`src/rtl/alu_reg_sequencer.sv`:
```
// alu_reg_sequencer
//   Operand/issue stage in front of a combinational K_ALU. Holds a REGS x N
//   register file, accepts one instruction at a time over valid/ready,
//   registers the ALU operands, captures alu_z one cycle later and writes it
//   back to rd. Only one instruction is ever in flight (4 cycles each).
//
// Ports
//   clk, rst_n                 clock, async active-low reset
//   instr_valid/instr_ready    instruction handshake (ready only in IDLE)
//   instr_cmd/rd/rs/rt         command, destination and source registers
//   imm_en, imm                immediate select and value for operand B
//   wr_en/wr_addr/wr_data      host preload write port (any state)
//   dbg_addr -> dbg_data       combinational register-file read
//   alu_a/alu_b/alu_cmd        registered operands/command to K_ALU
//   alu_z                      K_ALU result
//   result, done               last captured alu_z, one-cycle completion pulse
module alu_reg_sequencer #(
  parameter int N    = 6,
  parameter int REGS = 8,
  parameter int AW   = 3
) (
  input  logic          clk,
  input  logic          rst_n,
  input  logic          instr_valid,
  output logic          instr_ready,
  input  logic [3:0]    instr_cmd,
  input  logic [AW-1:0] instr_rd,
  input  logic [AW-1:0] instr_rs,
  input  logic [AW-1:0] instr_rt,
  input  logic          imm_en,
  input  logic [N-1:0]  imm,
  input  logic          wr_en,
  input  logic [AW-1:0] wr_addr,
  input  logic [N-1:0]  wr_data,
  input  logic [AW-1:0] dbg_addr,
  output logic [N-1:0]  dbg_data,
  output logic [N-1:0]  alu_a,
  output logic [N-1:0]  alu_b,
  output logic [3:0]    alu_cmd,
  input  logic [N-1:0]  alu_z,
  output logic [N-1:0]  result,
  output logic          done
);

  typedef enum logic [1:0] {IDLE, FETCH, EXEC, DONE} state_e;

  typedef struct packed {
    logic [3:0]    cmd;
    logic [AW-1:0] rd;
    logic [AW-1:0] rs;
    logic [AW-1:0] rt;
    logic          imm_en;
    logic [N-1:0]  imm;
  } instr_t;

  state_e                   state_q, state_d;
  instr_t                   ins_q, ins_d;
  logic [REGS-1:0][N-1:0]   rf_q, rf_d;
  logic [N-1:0]             alu_a_q, alu_a_d;
  logic [N-1:0]             alu_b_q, alu_b_d;
  logic [3:0]               alu_cmd_q, alu_cmd_d;
  logic [N-1:0]             result_q, result_d;

  always_comb begin
    state_d   = state_q;
    ins_d     = ins_q;
    rf_d      = rf_q;
    alu_a_d   = alu_a_q;
    alu_b_d   = alu_b_q;
    alu_cmd_d = alu_cmd_q;
    result_d  = result_q;

    // Host write first so an EXEC writeback to the same address overrides it.
    if (wr_en) rf_d[wr_addr] = wr_data;

    case (state_q)
      IDLE: begin
        if (instr_valid) begin
          ins_d.cmd    = instr_cmd;
          ins_d.rd     = instr_rd;
          ins_d.rs     = instr_rs;
          ins_d.rt     = instr_rt;
          ins_d.imm_en = imm_en;
          ins_d.imm    = imm;
          state_d      = FETCH;
        end
      end
      FETCH: begin
        // Reads use rf_q, so a host write in this same cycle is not visible.
        alu_a_d   = rf_q[ins_q.rs];
        alu_b_d   = ins_q.imm_en ? ins_q.imm : rf_q[ins_q.rt];
        alu_cmd_d = ins_q.cmd;
        state_d   = EXEC;
      end
      EXEC: begin
        result_d          = alu_z;
        rf_d[ins_q.rd]    = alu_z;
        state_d           = DONE;
      end
      DONE: state_d = IDLE;
      default: state_d = IDLE;
    endcase

    // R0 is hardwired to zero; any write aimed at it is dropped here.
    rf_d[0] = '0;
  end

  always_ff @(posedge clk or negedge rst_n) begin
    if (!rst_n) begin
      state_q   <= IDLE;
      ins_q     <= '0;
      rf_q      <= '0;
      alu_a_q   <= '0;
      alu_b_q   <= '0;
      alu_cmd_q <= '0;
      result_q  <= '0;
    end else begin
      state_q   <= state_d;
      ins_q     <= ins_d;
      rf_q      <= rf_d;
      alu_a_q   <= alu_a_d;
      alu_b_q   <= alu_b_d;
      alu_cmd_q <= alu_cmd_d;
      result_q  <= result_d;
    end
  end

  assign instr_ready = (state_q == IDLE);
  assign done        = (state_q == DONE);
  assign dbg_data    = rf_q[dbg_addr];
  assign alu_a       = alu_a_q;
  assign alu_b       = alu_b_q;
  assign alu_cmd     = alu_cmd_q;
  assign result      = result_q;

endmodule

```
`config.mk`:
```
export PLATFORM = sky130hd
export DESIGN_NAME = alu_reg_sequencer
export DESIGN_NICKNAME = d
export VERILOG_FILES = /design/src/rtl/alu_reg_sequencer.sv
export SDC_FILE = /design/constraint.sdc
export NUM_CORES = 1
export LEC_CHECK = 0
export ABC_AREA = 1
export CAP_MARGIN = 20
export CORE_UTILIZATION = 59
export DETAILED_ROUTE_END_ITERATION = 16
export GPL_TIMING_DRIVEN = 0
export PLACE_DENSITY = 0.86
export SLEW_MARGIN = 30
export SYNTH_ARGS = -nofsm -noshare
export SYNTH_HDL_FRONTEND = slang
export SYNTH_SLANG_ARGS = --single-unit
```
`constraint.sdc`:
```
create_clock -name clk -period 3.9 [get_ports clk]
set_input_delay 0.39 -clock clk [delete_from_list [all_inputs] [get_ports clk]]
set_output_delay 0.39 -clock clk [all_outputs]
set_load 0.02 [all_outputs]
```
* After elaboration in Yosys (flattened, before gate mapping)
Index checks and enable logic that the tools add are counted.
** Operators by class
- $lt $le $gt $ge :: 7
- Eq/ne operators :: 4
- Muxes and demuxes :: 17
- Reductions and logical operators :: 4
** Operator list (number)
- 48-bit bitwise mux :: 2
- 48-bit 2-to-1 mux :: 2
- 6-bit binary-select mux with 3-bit select :: 3
- 6-bit demux with 3-bit select :: 2
- 6-bit 2-to-1 mux :: 6
- 3-bit by 4-bit less-than comparator with 1-bit output (second input constant) :: 5
- 2-bit one-hot mux with 4 select lines :: 1
- 3-bit by 1-bit greater-or-equal comparator with 1-bit output (second input constant) :: 2
- 2-bit == test (second input constant) :: 2
- 2-bit by 1-bit == test with 1-bit output (second input constant) :: 1
- 1-bit logical AND :: 2
- 2-bit logical NOT :: 1
- 2-bit 2-to-1 mux :: 1
- 2-bit != test (second input constant) :: 1
- 2-bit AND reduction :: 1
** Word-level totals
- Register bits :: 86
- Input bits :: 42
- Output and inout bits :: 30

* Logic depth before layout (Yosys ltp)
- Word-level depth :: 8
- Gate-level depth with buffers :: 10
- Depth with buffers taken out :: 10

* Worst setup path before layout
OpenSTA, ideal clock, no wires.
- Kind :: register to register
- From :: register state_q[0]
- To :: register ins_q[18] (netlist name)
- Setup time :: 125 ps
- Arrival time :: 1460 ps
- Required time :: 3775 ps
- Slack :: 2315 ps
- Stages on the path, launching flop included :: 6
- Buffers on the path :: 1
- Cells stage by stage :: dfrtp_1 inv_1 ha_1 nand2_1 buf_2 mux2_2
** On the way
- Word-level cells in the longest chain between the ends :: 2
** Ends and longest elaborated chain
- start, declared :: RTL line 56 : state_e state_q, state_d;
- start signal, assigned :: RTL line 118 : state_q <= state_d;
- 2-bit logical NOT
- net instr_ready :: RTL line 25 : output logic instr_ready,
- 2-bit AND reduction (no source line)
- end signal, assigned :: RTL line 119 : ins_q <= ins_d;
- end, declared :: RTL line 57 : instr_t ins_q, ins_d;
The timed path passes the listed nets, and every way through them passes these cells.
A chain may end at the register's enable or synchronous reset.

* Worst setup path after layout
- From :: input dbg_addr[0]
- To :: output dbg_data[3]
** On the way
- Word-level cells in the longest chain between the ends :: 2
** Ends and longest elaborated chain
- start, declared :: RTL line 35 : input logic [AW-1:0] dbg_addr,
- 6-bit binary-select mux with 3-bit select :: RTL line 130 : assign dbg_data = rf_q[dbg_addr];
- 6-bit 2-to-1 mux (implied by the code) :: RTL line 130
- end, declared :: RTL line 36 : output logic [N-1:0] dbg_data,
Every way passes these cells. The select of a mux whose other input is x is not followed.

==> reports/results.md <==
| Stage | Result | Value |
|---|---|---|
| logic synthesis | #FFs+latches synth | 86 |
| layout | Register cell area after layout | 0.00215 mm^2 |
| sta | FMAX | 342 MHz |
| clocking | Number of H-tree levels | 3 |
| logic synthesis | Warning count from the yosys run | 0 |
| sta | Fin Clk Skew | 0.0128 ns |
| power | Switching power total | 2.38 mW |
| global route | Via count of the first global-routing pass | 5213 |
| worst setup path | FF-to-FF setup slack | 2.10 ns |
| clocking | Post-CTS Resized | 0 |
| logic synthesis | Library cell with the highest instance count after synthesis | nand2_1 |
| logic synthesis | Commonest cells in the netlist | 149 x nand2_1, 86 x dfrtp_1, 78 x inv_1 |
| layout | Cell area after layout | 0.00600 mm^2 |
| sta | Final worst path period share | 0.751 |
| logic synthesis | Syn Area/Cell | 7.42 um^2 |
| sta | Max-slew headroom | 0.642 |
| logic synthesis | Number of enable-type register cells in the synthesized netlist | 0 |
| logic synthesis | Number of instances in the synthesized netlist | 661 |
| layout | Number of fill cells | 632 |
| logic synthesis | Synth area leaders | dfrtp_1 44%, nand2_1 11%, nand3_1 6.3% |
| clocking | Clock Latency Late Sink | 0.38 ns |
| layout | Area of the multi-input gates | 0.00226 mm^2 |
| status | Status | completed |
| worst setup path | Sort of element at the end of the critical path | primary output |
| worst setup path | Critical path class | primary input to primary output |
| logic synthesis | Complex-gate fraction of the synthesized area | 0.225 |
| route | DRC violation total after the first TritonRoute iteration | 578 |
| logic synthesis | Portion of synthesized cell area occupied by the leading cell type | 0.439 |
| layout | Final antenna diode count | 0 |
| route | # DRC | 0 |
| route | Post-detailed-route wirelength per cell | 19.6 um |
| worst setup path | Cell seen most often among critical-path stages | clkdlybuf4s50_1 |
| floorplanning | Core Footprint | 0.00789 mm^2 |
| worst setup path | Slowest stage cell on the critical path | clkdlybuf4s50_1 |
| power | Internal power | 2.70 mW |
| power | Net switching fraction of the power | 0.469 |
| layout | Synth-to-Final Area Change | 22.4% |
| layout | # nets final | 791 |
| logic synthesis | Adder-cell share of the synthesized area | 0.0102 |
| worst setup path | Max incr delay on CP | 0.63 ns |
| power | Leakage power summed over all cells | 2.87 nW |
| global route | Overall global routing resource usage | 0.407 |
| logic synthesis | Net Count, Synth | 707 |
| place | DP Area | 0.00577 mm^2 |
| layout | Layout cells sized above 1 | 0.0773 |
| route | Detailed-route via count | 5334 |
| place | GPL Wtd Cong | 0.996 |
| place | Half-perimeter wire length after placement | 11.9 mm |
| logic synthesis | Cell type with the highest aggregate area in the netlist | dfrtp_1 |
| layout | Utilization after layout | 0.761 |
| floorplanning | Floorplan row count | 32 |
| power | VDD IR max | 0.573 mV |
| worst setup path | Source of the worst register-to-register timing path | state_q[0] |
| clocking | Buffer depth of the longest clock path | 2 |
| global route | Global-route wire length before repair | 26.2 mm |
| route | Antenna Nets Post-Route | 0 |
| logic synthesis | Synthesized cell area | 0.00491 mm^2 |
| logic synthesis | Number of unique standard cell types used by synthesis | 27 |
| route | 1st-pass router iterations | 6 |
| logic synthesis | Sequential fraction of the synthesis area | 0.439 |
| sta | Final hold violation count | 0 |
| worst setup path | Arr. time, crit path | 2.54 ns |
| power | Part of the power in the clock network | 0.143 |
| sta | Clock period minus worst slack | 2.93 ns |
| clocking | Cts bufs inserted | 9 |
| sta | Worst-margin pin slew | 0.537 ns |
| floorplanning | Die X | 93.2 um |
| place | Number of buffer cells added on primary ports | 71 |
| clocking | Clock root buffer master | clkbuf_8 |
| sta | Setup violations, final | 0 |
| logic synthesis | Share of synthesized area spent on multiplexers | 0.0138 |
| worst setup path | Number of cells on the worst reg-to-reg path | 9 |
| clocking | Clock transition at path regs | 0.10 ns |
| clocking | Sinks on the clock net | 86 |
| floorplanning | Die Area | 0.00868 mm^2 |
| global route | Largest net degree at the start of global routing | 52 |
| logic synthesis | Fraction of synthesized cell area in xor and xnor cells | 0 |
| floorplanning | Overall die height | 93.2 um |
| flow run | Number of violations of the max-capacitance limit | 0 |
| logic synthesis | Share of async-settable or async-resettable flops after synthesis | 1.00 |
| worst setup path | Cell breakdown of the critical path | clkdlybuf4s50_1 > buf_2 > o21ai_0 > a21oi_1 > a2bb2oi_1 > clkdlybuf4s50_1 |
| power | Register share of total power | 0.339 |
| global route | Remaining global-route overflow | 0 |
| floorplanning | Effective utilization at floorplan | 0.622 |
| sta | RSZ-0062 raised after global routing | no |
| worst setup path | Highest fanout seen on the critical path | 10 |
| global route | Antenna violations before repair | 0 |
| logic synthesis | Main combinational cell family by area after synthesis | compound AO/OA/AOI/OAI gates |
| worst setup path | Critical register-to-register path endpoint | rf_q[10] |
| worst hold path | Worst hold path type | primary input to async pin |
| power | Power density over the cells | 846 mW/mm^2 |
| worst setup path | Required time at the worst-slack endpoint | 3.51 ns |
| worst setup path | Startpoint type of the worst setup path | primary input |
| logic synthesis | Simple-Gate Fraction of Synth Area | 0.212 |
| route | Final WL | 16.7 mm |
| logic synthesis | Flip-flop cell with the highest count after synthesis | dfrtp_1 |
| sta | Max-slew violation count | 0 |
| clocking | TritonCTS clock tree | built |
| floorplanning | Num ports | 72 |
| route | Vias/cell | 6.26 |
| power | Combinational power share | 0.518 |
## worst max-delay path, delay by kind of cell
kind | cells | cell delay (ns)
buffers and inverters | 3 | 1.47
AO/OA/AOI/OAI | 3 | 0.67
## per-layer routing
layer  vias to the layer above  global-route usage  wire [um]
li1                       2381                   -          -
met1                      2513               0.507       6530
met2                       344               0.654       7650
met3                        96              0.0976       1640
met4                         0               0.218        886
met5                         -                   0          0
## cell type report
| cell class | count | area share |
|---|---|---|
| clock buffers | 10 | 0.0213 |
| repair buffers | 73 | 0.125 |
| flip-flops and latches | 86 | 0.358 |
| plain buffers | 36 | 0.0296 |
| well taps | 102 | 0.0213 |
| inverters | 83 | 0.0523 |
| clock inverters | 6 | 0.0154 |
| multi-input cells | 456 | 0.377 |
## through the flow
| stage | total power, mW | instances | setup slack, ns | setup TNS [ns] | hold slack (ns) |
|---|---|---|---|---|---|
| final | 5.08 | 852 | 0.973 | 0 | 0.458 |
| after global placement | 4.11 | 834 | -0.552 | -46.89 | 0.451 |
| after global routing | 5.37 | 852 | 0.921 | 0 | 0.498 |
| after detailed placement | 4.21 | 835 | 1.11 | 0 | 0.313 |
| after floorplan | 3.26 | 661 | 2.31 | 0 | 0.0944 |
| after CTS | 4.97 | 852 | 1.05 | 0 | 0.491 |
## what timing repair did
action                    CTS  global route
setup buffers               0             0
hold buffers                1             0
hold endpoints to repair   35             0
## kinds of logic (layout without fill, tap and decap cells)
| group | after synthesis | count (layout) |
|---|---|---|
| AO/OA/AOI/OAI | 197 | 197 |
| adder cells (fa/ha/maj) | 4 | 4 |
| buffers and inverters | 119 | 208 |
| flip-flops | 86 | 86 |
| multiplexers | 6 | 6 |
| AND/OR/NAND/NOR | 249 | 249 |
## registers in the layout (all words and copies together) (netlist names)
signal	count
alu_a	6
alu_b	6
alu_cmd	4
ins_q	20
result	6
rf_q	42
state_q	2
## worst max-delay path by stage
stage / start / end / slack (ns) / cells after the start
floorplan: dbg_addr[2] / dbg_data[1] / 2.31 / 5
global placement: rst_n / alu_cmd[0] / -0.55 / 1
detailed placement: dbg_addr[0] / dbg_data[2] / 1.11 / 6
CTS: dbg_addr[0] / dbg_data[2] / 1.05 / 6
global route: dbg_addr[0] / dbg_data[2] / 0.92 / 6
finish: dbg_addr[0] / dbg_data[3] / 0.97 / 6
## cells in the final DEF, fill, tap and decap left out
cell,count
a21oi_1,53
a22oi_1,1
a2bb2oi_1,6
a31oi_1,6
buf_1,2
buf_16,1
buf_2,19
buf_4,3
buf_6,2
bufinv_16,2
clkbuf_1,12
clkbuf_8,9
clkdlybuf4s50_1,70
clkinvlp_4,2
dfrtp_1,86
dlygate4sd3_1,1
ha_1,4
inv_1,78
inv_2,4
inv_4,1
inv_6,2
mux2_2,6
nand2_1,149
nand2_2,1
nand3_1,62
nand3_2,1
nor2_1,26
nor2_2,4
nor3_1,6
o211ai_1,29
o211ai_2,1
o21ai_0,62
o21ai_1,33
o22ai_1,6
## power by group through the flow
| stage | clock network, mW | logic (mW) | registers [mW] |
|---|---|---|---|
| finish | 0.727 | 2.63 | 1.72 |
| global route | 0.754 | 2.87 | 1.75 |
| CTS | 0.717 | 2.56 | 1.69 |
| detailed placement | 0 | 2.50 | 1.70 |
| global placement | 0 | 2.42 | 1.69 |
| floorplan | 0 | 1.56 | 1.71 |
No activity file was read; power rests on OpenSTA's default activity.
